--- config.mk ---
export PLATFORM = sky130hd
export DESIGN_NAME = i2c_bus_controller
export DESIGN_NICKNAME = d
export VERILOG_FILES = /design/src/rtl/i2c_ctrl_pkg.sv /design/src/rtl/clock_edge_detector.sv /design/src/rtl/i2c_bus_controller.sv
export SDC_FILE = /design/constraint.sdc
export NUM_CORES = 1
export LEC_CHECK = 0
export CAP_MARGIN = 0
export CORE_MARGIN = 5
export CORE_UTILIZATION = 42
export DETAILED_ROUTE_END_ITERATION = 12
export HOLD_SLACK_MARGIN = 0.15
export PLACE_DENSITY = 0.65
export SLEW_MARGIN = 25
export SYNTH_ARGS = -nofsm -noshare
export SYNTH_HDL_FRONTEND = slang
export SYNTH_HIERARCHICAL = 1
export SYNTH_SLANG_ARGS = --single-unit
export TNS_END_PERCENT = 5
--- constraint.sdc ---
create_clock -name clock -period 2.4 [get_ports clock]
set_input_delay 0.48 -clock clock [delete_from_list [all_inputs] [get_ports clock]]
set_output_delay 0.48 -clock clock [all_outputs]
set_load 0.02 [all_outputs]
--- src/rtl/i2c_ctrl_pkg.sv ---
// Shared types and constants for the I2C write-only bus controller.
package i2c_ctrl_pkg;

  localparam int   BITS_PER_BYTE = 8;
  localparam logic WRITE_BIT     = 1'b0;

  typedef enum logic [2:0] {
    IDLE,
    START,
    ADDR,
    ACK1,
    DATA,
    ACK2,
    STOP,
    DONE
  } state_t;

endpackage

--- src/rtl/clock_edge_detector.sv ---
// Registers ClockI2C once and flags its rising/falling edges from the registered and previous samples.
module clock_edge_detector (
  input  logic clock,
  input  logic Reset,
  input  logic ClockI2C,
  output logic Rise,
  output logic Fall,
  output logic Level
);

  logic prev;

  always_ff @(posedge clock or posedge Reset) begin
    if (Reset) begin
      Level <= 1'b0;
      prev  <= 1'b0;
    end else begin
      Level <= ClockI2C;
      prev  <= Level;
    end
  end

  assign Rise = Level & ~prev;
  assign Fall = ~Level & prev;

endmodule

--- src/rtl/i2c_bus_controller.sv ---
// Single-byte I2C write master (address + one data byte); bus actions follow ClockI2C edges one cycle after detection.
// Optional watchdog on a stalled ClockI2C is built when I2C_CTRL_TIMEOUT_EN is defined.
module i2c_bus_controller
  import i2c_ctrl_pkg::*;
#(
  parameter int TIMEOUT_CYCLES = 1024
) (
  input  logic       clock,
  input  logic       Reset,
  input  logic       Start,
  input  logic [6:0] Address,
  input  logic [7:0] Data,
  input  logic       ClockI2C,
  output logic       EnableClock,
  input  logic       SDAIn,
  output logic       SCL,
  output logic       SDAOut,
  output logic       SDAOE,
  output logic       Busy,
  output logic       Done,
  output logic       AckError
);

  localparam int CNT_W = $clog2(BITS_PER_BYTE);
  localparam logic [CNT_W-1:0] LAST_BIT = CNT_W'(BITS_PER_BYTE - 1);

  if (TIMEOUT_CYCLES < 1) begin : g_timeout_check
    $error("TIMEOUT_CYCLES must be at least 1");
  end

  state_t                   state, state_n;
  logic [BITS_PER_BYTE-1:0] shift_q, shift_n;
  logic [BITS_PER_BYTE-1:0] data_q, data_n;
  logic [CNT_W-1:0]         bit_cnt, cnt_n;
  logic                     byte_done, byte_done_n;
  logic                     ack_err, ack_err_n;
  logic                     stop_scl, stop_scl_n;
  logic                     rise, fall, level;
  logic                     busy;

  clock_edge_detector u_edge (
    .clock    (clock),
    .Reset    (Reset),
    .ClockI2C (ClockI2C),
    .Rise     (rise),
    .Fall     (fall),
    .Level    (level)
  );

  assign busy = (state != IDLE) && (state != DONE);

`ifdef I2C_CTRL_TIMEOUT_EN
  localparam int WD_W = $clog2(TIMEOUT_CYCLES + 1);
  logic [WD_W-1:0] wd_cnt;
  logic            timeout;

  // Any ClockI2C edge proves the generator is alive; only consecutive quiet cycles count.
  always_ff @(posedge clock or posedge Reset) begin
    if (Reset)
      wd_cnt <= '0;
    else if (!busy || rise || fall)
      wd_cnt <= '0;
    else if (!timeout)
      wd_cnt <= wd_cnt + 1'b1;
  end

  assign timeout = busy && (wd_cnt >= WD_W'(TIMEOUT_CYCLES));
`endif

  always_ff @(posedge clock or posedge Reset) begin
    if (Reset) begin
      state     <= IDLE;
      shift_q   <= '0;
      data_q    <= '0;
      bit_cnt   <= '0;
      byte_done <= 1'b0;
      ack_err   <= 1'b0;
      stop_scl  <= 1'b0;
    end else begin
      state     <= state_n;
      shift_q   <= shift_n;
      data_q    <= data_n;
      bit_cnt   <= cnt_n;
      byte_done <= byte_done_n;
      ack_err   <= ack_err_n;
      stop_scl  <= stop_scl_n;
    end
  end

  always_comb begin
    state_n     = state;
    shift_n     = shift_q;
    data_n      = data_q;
    cnt_n       = bit_cnt;
    byte_done_n = byte_done;
    ack_err_n   = ack_err;
    stop_scl_n  = stop_scl;
    SCL         = 1'b1;
    SDAOut      = 1'b1;
    SDAOE       = 1'b0;
    EnableClock = 1'b1;

    case (state)
      IDLE: begin
        EnableClock = 1'b0;
        if (Start) begin
          shift_n     = {Address, WRITE_BIT};
          data_n      = Data;
          ack_err_n   = 1'b0;
          cnt_n       = '0;
          byte_done_n = 1'b0;
          stop_scl_n  = 1'b0;
          state_n     = START;
        end
      end

      START: begin
        SDAOE  = 1'b1;
        SDAOut = 1'b0;
        if (fall) state_n = ADDR;
      end

      ADDR, DATA: begin
        SCL    = level;
        SDAOE  = 1'b1;
        SDAOut = shift_q[BITS_PER_BYTE-1];
        if (rise) begin
          cnt_n = bit_cnt + 1'b1;
          if (bit_cnt == LAST_BIT) byte_done_n = 1'b1;
        end else if (fall) begin
          // After the eighth rising edge, the next falling edge hands the bus to the slave.
          if (byte_done) begin
            byte_done_n = 1'b0;
            state_n     = (state == ADDR) ? ACK1 : ACK2;
          end else begin
            shift_n = {shift_q[BITS_PER_BYTE-2:0], 1'b0};
          end
        end
      end

      ACK1, ACK2: begin
        SCL = level;
        if (rise && SDAIn) begin
          ack_err_n = 1'b1;
        end else if (fall) begin
          if (state == ACK2 || ack_err) begin
            stop_scl_n = 1'b0;
            state_n    = STOP;
          end else begin
            shift_n = data_q;
            state_n = DATA;
          end
        end
      end

      STOP: begin
        SCL    = stop_scl;
        SDAOE  = 1'b1;
        SDAOut = 1'b0;
        if (rise)
          stop_scl_n = 1'b1;
        else if (fall && stop_scl)
          state_n = DONE;
      end

      DONE: begin
        EnableClock = 1'b0;
        state_n     = IDLE;
      end

      default: state_n = IDLE;
    endcase

`ifdef I2C_CTRL_TIMEOUT_EN
    if (timeout) begin
      ack_err_n = 1'b1;
      state_n   = DONE;
    end
`endif
  end

  assign Busy     = busy;
  assign Done     = (state == DONE);
  assign AckError = ack_err;

endmodule

# [After elaboration in Yosys (flattened, before gate mapping)]
# Index checks and enable logic that the tools add are counted.
[op_classes] n_mux=39 reduce_logical=23 bitwise=4 addsub=1 n_eq_ne=26
[ops] op="$mux 8" n=7
[ops] op="$mux 3" n=12
[ops] op="$ne 2x2->1 const B" n=15
[ops] op="$pmux 8 s3" n=1
[ops] op="$pmux 3 s6" n=1
[ops] op="$eq 3x3->1 const B" n=5
[ops] op="$mux 1" n=11
[ops] op="$ne 3x3->1 const B" n=3
[ops] op="$reduce_and 9->1" n=1
[ops] op="$reduce_bool 3->1" n=3
[ops] op="$pmux 1 s2" n=4
[ops] op="$reduce_and 8->1" n=1
[ops] op="$reduce_or 2->1" n=4
[ops] op="$reduce_or 4->1" n=2
[ops] op="$eq 3x2->1 const B" n=2
[ops] op="$pmux 3 s2" n=1
[ops] op="$reduce_and 3->1" n=2
[ops] op="$reduce_and 6->1" n=1
[ops] op="$reduce_and 4->1" n=1
[ops] op="$reduce_bool 2->1" n=2
[ops] op="$add 3x1->3 const B" n=1
[ops] op="$eq 3x1->1 const B" n=1
[ops] op="$logic_and 1x1->1" n=3
[ops] op="$logic_not 3->1" n=1
[ops] op="other kinds (6)" n=8
[totals] reg_bits=27 input_bits=20 out_inout_bits=7

# [Depth between registers and ports, before layout]
# Gate-level depths: netlist of the first run.
[logic_depth] depth_word=6 mapped_depth=8

# [By module]
# Netlist of the first run, hierarchy kept.
[modules_own_cells] module="i2c_bus_controller" area_each_um2=1597.8 cells_each=163 instances=1
[modules_own_cells] module="clock_edge_detector" area_each_um2=68.8 cells_each=5 instances=1

# [Worst setup path after synthesis of the first run]
# OpenSTA, ideal clock, no wires.
[synth_path] kind="register -> output" from="register state[0]" to="output port SDAOut" path_slack_ns=0.368 t_arrival_ns=1.552 path_stages_with_launch=6 path_cell_list="dfrtp_1 buf_6 buf_2 buf_2 xnor2_1 nand2_1"
[synth_via] elab_chain_cells=3
[synth_rtl] item="start, declared" line_no="i2c_bus_controller.sv:31" rtl="state_t state, state_n;"
[synth_rtl] item="start signal, assigned" line_no="i2c_bus_controller.sv:80" rtl="state <= state_n;"
[synth_rtl] item="$eq 3x3->1 (tied with other cells)" line_no="i2c_bus_controller.sv:103" rtl="case (state)"
[synth_rtl] item="$reduce_or 2->1 (on tied branches)"
[synth_rtl] item="$pmux 1 s2 *" line_no="i2c_bus_controller.sv:103"
[synth_rtl] item="end, declared" line_no="i2c_bus_controller.sv:17" rtl="output logic SDAOut,"
# Every way passes the cells marked *; elsewhere a longest branch is shown, timed or not.

# [Worst setup path in the final report of the first run]
[layout_path] from="register state[0]" to="register shift_q[6]"
[layout_via] elab_chain_cells=4
[layout_rtl] item="$eq 3x3->1 (tied with other cells)" line_no="i2c_bus_controller.sv:103, i2c_bus_controller.sv:146"
[layout_rtl] item="$reduce_or 2->1 (tied with other cells)"
[layout_rtl] item="$ne 2x2->1 (no source line) / $reduce_bool 3->1 (equally long branches)"
[layout_rtl] item="$reduce_and 8->1 (no source line)"
[layout_rtl] item="end signal, assigned" line_no="i2c_bus_controller.sv:81" rtl="shift_q <= shift_n;"
[layout_rtl] item="end, declared" line_no="i2c_bus_controller.sv:32" rtl="logic [BITS_PER_BYTE-1:0] shift_q, shift_n;"
# Parallel ways exist; a longest one is shown, timed or not.
# A chain may end at the register's enable or synchronous reset.

==> summary.md, run 1 <==
| Metric | Value |
|---|---|
| Met1 Use GR | `19.1%` |
| Final wirelength | `3590 microns` |
| Tmin final | `2.26 ns` |
| Global-route wire length before repair | `5960 microns` |
| Area of the multi-input gates | `878 sq um` |
| Initial DRC count | `73` |
| Fmax | `442 MHz` |
| Vias/cell | `5.30` |
| Slew margin rel. | `61.1%` |
| Cell Rows | `22` |
| Slew @ Worst Pin | `0.584 ns` |
| Setup crit start | `state[0]` |
| Pwr dens | `1430 nW/um^2` |
| Die height | `73.0 microns` |
| Power, Total | `2.97 mW` |
| Vias in the first global route | `1287` |
| Startpoint Class | `flop` |
| Placed Area | `2020 sq um` |
| Post-synth top flop | `dfrtp_1` |
| Fillers | `356` |
| Most common cell in the netlist | `dfrtp_1` |
| Reg clk slew, reported paths | `0.10 ns` |
| GRT Total Usage | `14.1%` |
| Initial core utilization | `44.5%` |
| Max-slew violation count | `0` |
| Syn_area_per_cell | `9.92 sq um` |
| Yosys warns | `6` |
| Root buffer cell | `clkbuf_8` |
| Wire per inst | `14.5 microns` |
| R2R cell count | `6` |
| Total negative slack | `0 ns` |
| VDD IR max | `617 uV` |
| Register Area | `676 sq um` |
| Crit end category | `flop` |
| CTS tree | `done` |
| Fin util | `55.4%` |
| Mapped Cells | `168` |
| Final Cell Area | `2080 sq um` |
| Tcrit/Tclk final | `94.2%` |
| Antenna-violating nets left | `0` |
| CTS buffer count | `3` |
| CP arrival | `2.43 ns` |
| Post-synth top area cell | `dfrtp_1` |
| Via count | `1314` |
| Critical path type | `flop to flop` |
| Worst skew pair latency | `0.27 ns` |
| Status | `finished, final reports clean` |
| Worst clock skew | `0.00494 ns` |
| Hold Vio Cnt, Final | `0` |
| Grt peak-use layer | `met2` |
| CTS H-tree depth | `1` |
| Area Growth Syn to Fin | `24.5%` |
| Core box area | `3740 sq um` |
| Met2 Use GR | `23.8%` |
| Clk sinks | `27` |
| Critical Path Sink | `shift_q[6]` |
| Static Leak | `0.930 nW` |
| RR Endpoint | `shift_q[6]` |
| First-pass DRT Iterations | `4` |
| Start of the worst register-to-register path | `state[0]` |
| Placer Congestion | `0.893` |
| Seq cells post-synth | `27` |
| Pin count of the biggest net entering global routing | `26` |
| RSZ-0062 raised after global routing | `no` |
| Final setup vio count | `0` |
| Hpwl dp | `2680 microns` |
| Full die area | `5330 sq um` |
| Max_cap viols | `0` |
| Hold WC Path Type | `input port to async pin` |
| Sequential area share after synthesis | `40.5%` |
| N_diodes | `0` |
| Cell Area, Synth | `1670 sq um` |
| Die width | `73.0 microns` |
| Grt met3 use | `2.62%` |
| Commonest cells post-synth | `27 x dfrtp_1, 18 x nand2_1, 18 x o21ai_0` |
| Largest cells by area after synthesis | `dfrtp_1 41%, mux2i_1 7.2%, mux2_4 7.2%, mux2_2 6.1%, o21ai_0 5.4%` |
| Bufs on Longest Clock Path | `2` |
| Post-synth EDFFs | `0` |
| Nets | `224` |
| Crit Path Max Fanout | `13` |
| Drc violations | `0` |
| IO buf count | `26` |
| Layout cell share with drive strength beyond 1 | `21.5%` |
| R2r setup slk | `0.14 ns` |
| I/O pins | `27` |
| Initial antenna violation count | `0` |
| Share of the synthesized area in the top cell type | `40.5%` |
| Asr flop ratio synth | `100%` |
| CP required | `2.57 ns` |
| Congestion Overflow GR | `0` |
| Number of library cell types mapped by synthesis | `38` |
| Synthesized net count | `191` |
| Hold_buf cts | `0` |
how the worst min path moves through the flow:
stage                      start  slack (ns)            to
global route               Reset        0.40   u_edge/prev
finish                     Reset        0.38   u_edge/prev
detailed placement  u_edge/Level        0.40   u_edge/prev
floorplan                  Reset        0.22  u_edge/Level
global placement    u_edge/Level        0.40   u_edge/prev
CTS                        Reset        0.38   u_edge/prev
critical path, stage by stage (launching register included):
cell,delay (ns)
dfrtp_1,0.51
buf_4,0.27
or3_1,0.15
a21oi_2,0.06
nor3_1,0.26
o31a_1,0.56
mux2_4,0.35
what timing repair did:
action                     4_1_cts  5_1_grt
pin swaps                        0        0
gates resized for setup          7        2
setup buffers                    0        0
setup endpoints to repair        3        2
where the power goes:
part	internal [mW]	leakage, nW	switching [mW]
logic	0.952	0.573	0.944
registers	0.659	0.335	0.152
clock network	0.118	0.0217	0.148
registers in the layout (all words and copies together), names as in the netlist:
signal,flops
state,3
shift_q,8
AckError,1
data_q,8
bit_cnt,3
u_edge/Level,1
u_edge/prev,1
stop_scl,1
byte_done,1
logic make-up after synthesis:
| kind of cell | synth area share, % |
|---|---|
| AOI/OAI and AO/OA | 13.4 |
| xor gates and xnor gates | 3.23 |
| adders and majority gates | 2.25 |
| buffers and inverters | 7.21 |
| DFF | 40.5 |
| muxes | 20.5 |
| and+or+nand+nor | 12.9 |
through the flow:
step	worst slack, ns	instances	hold slack [ns]
CTS	0.0130	248	0.382
global placement	0.000503	244	0.404
detailed placement	-0.0477	244	0.402
finish	0.139	248	0.384
floorplan	0.368	168	0.221
global route	0.0667	248	0.395
final cells by class:
class	count	share of cell area (%)
multi-input cells	119	42.3
flip-flops and latches	27	32.5
repair buffers	39	17.8
well taps	48	2.89
inverters	11	2.05
clock buffers	3	1.99
clock inverters	1	0.362
cell usage in the layout (no fill, tap or decap), types with 2 or more instances in the layout:
cell / count
mux2i_1: 12
ha_1: 3
buf_4: 12
nor3_2: 2
dlygate4sd2_1: 4
nor2_1: 10
nand4_1: 2
clkdlybuf4s50_1: 20
mux2_2: 9
a31oi_1: 4
a21oi_1: 5
dfrtp_1: 27
o22ai_1: 2
dlymetal6s2s_1: 2
nor2b_1: 3
clkbuf_8: 3
inv_1: 9
nand2_1: 18
nor3_1: 4
mux2_4: 8
o21ai_0: 18
xnor2_1: 3
layer usage:
metal  vias to the layer above  share of wire, %
li1                        655                 -
met2                        43                48
met1                       614                47
met3                         2               5.1
met5                         -                 0
met4                         0              0.22
No activity file was read; power rests on OpenSTA's default activity.
==> run 2: changes to the inputs <==
--- a/config.mk
+++ b/config.mk
@@ -7,10 +7,10 @@
 export LEC_CHECK = 0
 export CAP_MARGIN = 0
 export CORE_MARGIN = 5
-export CORE_UTILIZATION = 42
+export CORE_UTILIZATION = 48
 export DETAILED_ROUTE_END_ITERATION = 12
 export HOLD_SLACK_MARGIN = 0.15
-export PLACE_DENSITY = 0.65
+export PLACE_DENSITY = 0.75
 export SLEW_MARGIN = 25
 export SYNTH_ARGS = -nofsm -noshare
 export SYNTH_HDL_FRONTEND = slang
==> run 2 against run 1 <==
Global-route usage increased by 2.9 points. Clock-buffer cell count unchanged. Final area decreased by 1.4%. Hold slack got worse by 0.057 ns. Clock power decreased by 28%.
==> summary.md, run 2 (synthesized netlist as in run 1, its figures left out) <==
| Metric | Value |
|---|---|
| Placer Congestion | `0.830 (was 0.893)` |
| Die width | `68.9 microns (was 73.0 microns)` |
| Initial DRC count | `72 (was 73)` |
| CTS tree | `done (unchanged)` |
| Hold_buf cts | `0 (unchanged)` |
| Met1 Use GR | `22.3% (was 19.1%)` |
| Worst skew pair latency | `0.32 ns (was 0.27 ns)` |
| R2r setup slk | `0.22 ns (was 0.14 ns)` |
| Sequential power share | `28.9% (was 27.3%)` |
| Root buffer cell | `clkbuf_4 (was clkbuf_8)` |
| Layout cell share with drive strength beyond 1 | `22.5% (was 21.5%)` |
| Reg clk slew, reported paths | `0.14 ns (was 0.10 ns)` |
| Hold WC Path Type | `input port to async pin (unchanged)` |
| Tmin final | `2.24 ns (was 2.26 ns)` |
| CTS H-tree depth | `1 (unchanged)` |
| Cell Rows | `21 (was 22)` |
| Logic pwr share | `64.5% (was 63.8%)` |
| IO buf count | `26 (unchanged)` |
| Worst clock skew | `0.00519 ns (was 0.00494 ns)` |
| Slew @ Worst Pin | `0.537 ns (was 0.584 ns)` |
| VDD IR max | `666 uV (was 617 uV)` |
| Critical path type | `flop to output pin (was flop to flop)` |
| CTS buffer count | `3 (unchanged)` |
| Tcrit/Tclk final | `93.2% (was 94.2%)` |
| Full die area | `4750 sq um (was 5330 sq um)` |
| Antenna-violating nets left | `0 (unchanged)` |
| Pre-CTS setup slack | `-0.0327 ns (was -0.0477 ns)` |
| Status | `finished, final reports clean (unchanged)` |
| Crit end category | `output pin (was flop)` |
| Fmax | `447 MHz (was 442 MHz)` |
| Bufs on Longest Clock Path | `2 (unchanged)` |
| Vias in the first global route | `1302 (was 1287)` |
| Slowest cell on crit path | `clkdlybuf4s50_1 (was o31a_1)` |
| First-pass DRT Iterations | `5 (was 4)` |
| Sw Ratio | `42.4% (was 41.8%)` |
| Pin count of the biggest net entering global routing | `26 (unchanged)` |
| Grt met3 use | `3.08% (was 2.62%)` |
| Congestion Overflow GR | `0 (unchanged)` |
| CP required | `1.92 ns (was 2.57 ns)` |
| RSZ-0062 raised after global routing | `no (unchanged)` |
| Startpoint Class | `flop (unchanged)` |
| Leading cell type in the layout, fill and taps excluded | `dfrtp_1 (unchanged)` |
| Slew margin rel. | `64.2% (was 61.1%)` |
| I/O pins | `27 (unchanged)` |
| Die height | `68.9 microns (was 73.0 microns)` |
| Crit Path Max Fanout | `10 (was 13)` |
| Static Leak | `0.909 nW (was 0.930 nW)` |
| Met2 Use GR | `28.5% (was 23.8%)` |
| Pwr dens | `1400 nW/um^2 (was 1430 nW/um^2)` |
| Final setup vio count | `0 (unchanged)` |
| R2R cell count | `6 (unchanged)` |
| Internal power | `1.65 mW (was 1.73 mW)` |
| Fin util | `61.3% (was 55.4%)` |
| Start of the worst register-to-register path | `state[2] (was state[0])` |
| RR Endpoint | `shift_q[6] (unchanged)` |
| Final hold slack | `0.326 ns (was 0.384 ns)` |
| Clock share of power | `6.6% (was 8.9%)` |
| Regs by FF count | `data_q x8, shift_q x8 (unchanged)` |
| Hpwl dp | `2660 microns (was 2680 microns)` |
| N_diodes | `0 (unchanged)` |
| CP arrival | `1.76 ns (was 2.43 ns)` |
| Hold Vio Cnt, Final | `0 (unchanged)` |
| Max stage delay on crit path | `0.63 ns (was 0.56 ns)` |
| Sw Pwr | `1.22 mW (was 1.24 mW)` |
| Area Growth Syn to Fin | `22.8% (was 24.5%)` |
| Via count | `1328 (was 1314)` |
| Drc violations | `0 (unchanged)` |
| Wire per inst | `14.3 microns (was 14.5 microns)` |
| Vias/cell | `5.40 (was 5.30)` |
| Final setup margin | `0.163 ns (was 0.139 ns)` |
| Crit path cell chain | `nand2_1 -> nor2_1 -> clkdlybuf4s50_1 (was buf_4 -> or3_1 -> a21oi_2 -> nor3_1 -> o31a_1 -> mux2_4)` |
| Most frequent cells in the layout | `25 x dfrtp_1, 21 x clkdlybuf4s50_1, 18 x nand2_1, 18 x o21ai_0, 13 x buf_4 (was 27 x dfrtp_1, 20 x clkdlybuf4s50_1, 18 x nand2_1, 18 x o21ai_0)` |
| Max-slew violation count | `0 (unchanged)` |
| Grt peak-use layer | `met2 (unchanged)` |
| Nets | `224 (unchanged)` |
| Max_cap viols | `0 (unchanged)` |
| Final wirelength | `3510 microns (was 3590 microns)` |
| Initial core utilization | `49.9% (was 44.5%)` |
| Critical Path Sink | `Done (was shift_q[6])` |
| GRT Total Usage | `17.0% (was 14.1%)` |
| Initial antenna violation count | `0 (unchanged)` |
| Clk sinks | `27 (unchanged)` |
| Setup crit start | `state[0] (unchanged)` |
| Global-route wire length before repair | `6010 microns (was 5960 microns)` |
| Core box area | `3340 sq um (was 3740 sq um)` |
## run 2: cell types whose count changed in the layout (fill, tap and decap cells not counted)
cell,previous run,this run
buf_12,1,0
buf_4,12,13
clkbuf_4,0,3
clkbuf_8,3,0
clkdlybuf4s50_1,20,21
clkinvlp_4,1,0
dfrtp_1,27,25
dfrtp_2,0,2
dlygate4sd2_1,4,3
inv_2,1,0
inv_4,0,2
## run 2: what timing repair did
item / CTS / global route
setup buffers: 0 / 1
setup endpoints to repair: 3 / 4
resized for setup: 6 / 6
## run 2: through the flow
stage	instances	power [mW]	TNS, ns	area [sq um]
global route	246	3.11	0	2050
CTS	245	2.87	0	2030
floorplan	168	2.24	0	1670
finish	246	2.87	0	2050
detailed placement	241	2.71	-0.199	2000
global placement	241	2.66	0	2000
## run 2: worst min-delay path by stage
stage	end	slack, ns	cells past startpoint
5_1_grt	u_edge/Level	0.33	2
2_1_floorplan	u_edge/Level	0.22	1
3_5_place_dp	u_edge/prev	0.41	0
4_1_cts	u_edge/Level	0.31	2
6_report	u_edge/Level	0.33	2
3_3_place_gp	u_edge/prev	0.40	0
## run 2: worst max-delay path, delay by kind of cell, from the launching register on
| kind | cells | cell delay, ns |
|---|---|---|
| buf+inv | 1 | 0.63 |
| flops | 1 | 0.49 |
| simple gates | 2 | 0.31 |
## run 2: metal layers
layer,up-vias,share of wire [%]
met2,35,50
li1,657,-
met5,-,0
met3,2,4.7
met1,634,44
met4,0,0.54
## run 2: layout make-up
class	instances	area, sq um
Inverter	11	46.3
Sequential cell	27	678
Fill cell	308	1290
Clock buffer	3	22.5
Tap cell	46	57.6
Timing Repair Buffer	39	359
Clock inverter	1	5.00
Multi-Input combinational cell	119	878
## run 2: power by group through the flow
| stage | Clock (mW) | Sequential [mW] | Combinational (mW) |
|---|---|---|---|
| floorplan | 0 | 0.774 | 1.47 |
| global placement | 0 | 0.816 | 1.84 |
| detailed placement | 0 | 0.823 | 1.89 |
| CTS | 0.201 | 0.819 | 1.85 |
| global route | 0.218 | 0.855 | 2.04 |
| finish | 0.190 | 0.828 | 1.85 |
==> run 3: changes to the inputs <==
--- a/config.mk
+++ b/config.mk
@@ -7,10 +7,11 @@
 export LEC_CHECK = 0
 export CAP_MARGIN = 0
 export CORE_MARGIN = 5
-export CORE_UTILIZATION = 48
+export CORE_UTILIZATION = 25
 export DETAILED_ROUTE_END_ITERATION = 12
+export GPL_TIMING_DRIVEN = 0
 export HOLD_SLACK_MARGIN = 0.15
-export PLACE_DENSITY = 0.75
+export PLACE_DENSITY = 0.45
 export SLEW_MARGIN = 25
 export SYNTH_ARGS = -nofsm -noshare
 export SYNTH_HDL_FRONTEND = slang
==> run 3 against run 2 <==
Cell count rose by 12%. Critical path depth is 3 higher. Largest power group unchanged. Wire length is 14% higher. Sequential power down 4.2%.
==> summary.md, run 3 (synthesized netlist as in run 1, its figures left out) <==
| Metric | Value |
|---|---|
| Status | `finished, final reports clean (unchanged)` |
| First-pass DRT Iterations | `6 (was 5)` |
| Core box area | `6420 sq um (was 3340 sq um)` |
| RSZ-0062 raised after global routing | `no (unchanged)` |
| Cell Rows | `29 (was 21)` |
| Vias in the first global route | `1374 (was 1302)` |
| Via count | `1285 (was 1328)` |
| WP depth | `6 (was 3)` |
| Top delay family on crit path | `buffers and inverters (unchanged)` |
| CP required | `1.92 ns (about the same)` |
| CTS tree | `done (unchanged)` |
| Startpoint Class | `flop (unchanged)` |
| Bufs on Longest Clock Path | `2 (unchanged)` |
| Global-route wire length before repair | `6890 microns (was 6010 microns)` |
| Hold WC Path Type | `input port to async pin (unchanged)` |
| Fmax | `436 MHz (was 447 MHz)` |
| Slew margin rel. | `47.6% (was 64.2%)` |
| Crit Path Max Fanout | `10 (unchanged)` |
| Pwr dens | `1440 nW/um^2 (was 1400 nW/um^2)` |
| Final setup vio count | `0 (unchanged)` |
| I/O pins | `27 (unchanged)` |
| Post-CTS setup buffers | `0 (unchanged)` |
| Fin util | `32.4% (was 61.3%)` |
| Regs by FF count | `data_q x8, shift_q x8 (unchanged)` |
| Crit path cell chain | `buf_6 -> buf_4 -> buf_4 -> xnor2_1 -> nand2_1 -> dlygate4sd2_1 (was nand2_1 -> nor2_1 -> clkdlybuf4s50_1)` |
| Initial core utilization | `25.9% (was 49.9%)` |
| N_diodes | `0 (unchanged)` |
| Max_cap viols | `0 (unchanged)` |
| Hold Vio Cnt, Final | `0 (unchanged)` |
| Layout cell share with drive strength beyond 1 | `21.7% (was 22.5%)` |
| Clk sinks | `27 (unchanged)` |
| CTS H-tree depth | `1 (unchanged)` |
| Worst clock skew | `0.00199 ns (was 0.00519 ns)` |
| Critical Path Sink | `SDAOut (was Done)` |
| Slew @ Worst Pin | `0.781 ns (was 0.537 ns)` |
| Vias/cell | `4.67 (was 5.40)` |
| RR Endpoint | `shift_q[3] (was shift_q[6])` |
| Most frequent cells in the layout | `26 x dfrtp_1, 21 x clkdlybuf4s50_1, 18 x nand2_1, 18 x o21ai_0, 12 x mux2i_1 (was 25 x dfrtp_1, 21 x clkdlybuf4s50_1, 18 x nand2_1, 18 x o21ai_0, 13 x buf_4)` |
| Final wirelength | `4000 microns (was 3510 microns)` |
| R2R cell count | `8 (was 6)` |
| Pin count of the biggest net entering global routing | `26 (unchanged)` |
| Nets | `222 (was 224)` |
| Root buffer cell | `clkbuf_8 (was clkbuf_4)` |
| Reg clk slew, reported paths | `0.10 ns (was 0.14 ns)` |
| Most used cell, CP | `buf_4` |
| Crit end category | `output pin (unchanged)` |
| Worst skew pair latency | `0.28 ns (was 0.32 ns)` |
| CTS buffer count | `3 (unchanged)` |
| Critical path type | `flop to output pin (unchanged)` |
| Hpwl dp | `2900 microns (was 2660 microns)` |
| Full die area | `8400 sq um (was 4750 sq um)` |
| Initial DRC count | `55 (was 72)` |
| Congestion Overflow GR | `0 (unchanged)` |
| Placer Congestion | `0.749 (was 0.830)` |
| IO buf count | `26 (unchanged)` |
| CP arrival | `1.81 ns (was 1.76 ns)` |
| Antenna-violating nets left | `0 (unchanged)` |
| Start of the worst register-to-register path | `u_edge/Level (was state[2])` |
| Die height | `91.6 microns (was 68.9 microns)` |
| Die width | `91.6 microns (was 68.9 microns)` |
| Drc violations | `0 (unchanged)` |
| Tmin final | `2.29 ns (was 2.24 ns)` |
| Total negative slack | `0 ns (unchanged)` |
| Tcrit/Tclk final | `95.5% (was 93.2%)` |
| Max-slew violation count | `0 (unchanged)` |
| Area Growth Syn to Fin | `24.7% (was 22.8%)` |
| R2r setup slk | `0.30 ns (was 0.22 ns)` |
| Wire per inst | `14.6 microns (was 14.3 microns)` |
| Initial antenna violation count | `0 (unchanged)` |
| Leading cell type in the layout, fill and taps excluded | `dfrtp_1 (unchanged)` |
| Static Leak | `0.893 nW (was 0.909 nW)` |
| VDD IR max | `516 uV (was 666 uV)` |
| Slowest cell on crit path | `dfrtp_1 (was clkdlybuf4s50_1)` |
| Hold_buf cts | `0 (unchanged)` |
| GRT Total Usage | `10.1% (was 17.0%)` |
| Max stage delay on crit path | `0.39 ns (was 0.63 ns)` |
| Setup crit start | `state[0] (unchanged)` |
| Buffers & Inverters on Critical Path | `4 (was 1)` |
## run 3: changes by cell type in the layout (fill, tap and decap cells not counted), moves of 2 or more
cell	before	now
buf_6	0	4
dlymetal6s2s_1	2	0
clkbuf_4	3	0
clkbuf_1	0	2
clkbuf_8	0	3
buf_4	13	5
inv_2	0	2
inv_4	2	0
## run 3: worst min path at each step
stage / endpoint / slack [ns] / cells after the start
finish: u_edge/Level / 0.38 / 2
global route: u_edge/prev / 0.40 / 2
CTS: u_edge/Level / 0.37 / 2
detailed placement: u_edge/prev / 0.41 / 0
global placement: u_edge/prev / 0.41 / 0
floorplan: u_edge/Level / 0.22 / 1
## run 3: layout make-up
cell class / instances / area, sq um
clock inverter: 1 / 8.76
buffer: 11 / 87.6
sequential: 27 / 677
tap: 77 / 96.3
fill: 656 / 4340
multi-input combinational: 119 / 876
inverter: 11 / 42.5
timing repair buffer: 26 / 249
clock buffer: 3 / 41.3
## run 3: worst register-to-register path: cells and delay by family (launching register included)
family / cells / cell delay [ns]
simple gates: 4 / 0.75
flops: 1 / 0.39
mux: 1 / 0.30
compound gates: 1 / 0.13
buf+inv: 2 / 0.43
## run 3: per-stage QoR
stage / instance area, sq um / instances / setup WS (ns) / power (mW) / hold WS, ns
finish: 2080 / 275 / 0.109 / 3.00 / 0.382
detailed placement: 2020 / 271 / 0.0129 / 2.78 / 0.411
global placement: 2020 / 271 / -0.0189 / 2.78 / 0.406
CTS: 2080 / 275 / -0.00732 / 3.05 / 0.372
global route: 2080 / 275 / 0.0101 / 3.27 / 0.396
floorplan: 1670 / 168 / 0.368 / 2.24 / 0.221
## run 3: power breakdown
| part | leakage, nW | switching, mW | total, mW | internal (mW) |
|---|---|---|---|---|
| sequential | 0.334 | 0.132 | 0.793 | 0.661 |
| clock | 0.0261 | 0.161 | 0.284 | 0.122 |
| combinational | 0.533 | 0.996 | 1.92 | 0.929 |
| total | 0.893 | 1.29 | 3.00 | 1.71 |
## run 3: layer usage
metal | routed length (microns) | part of all wire [%] | vias up | GRT usage (%)
met2 | 1910 | 48 | 25 | 17.7
li1 | - | - | 650 | -
met3 | 170 | 4.2 | 2 | 2.37
met4 | 23 | 0.57 | 0 | 1.88
met1 | 1900 | 47 | 608 | 12.8
met5 | 0 | 0 | - | 0
## run 3: timing repair
| action | CTS | global route |
|---|---|---|
| endpoints found under the hold margin | 0 | 0 |
| resized for setup | 11 | 4 |
| endpoints found under the setup margin | 5 | 1 |
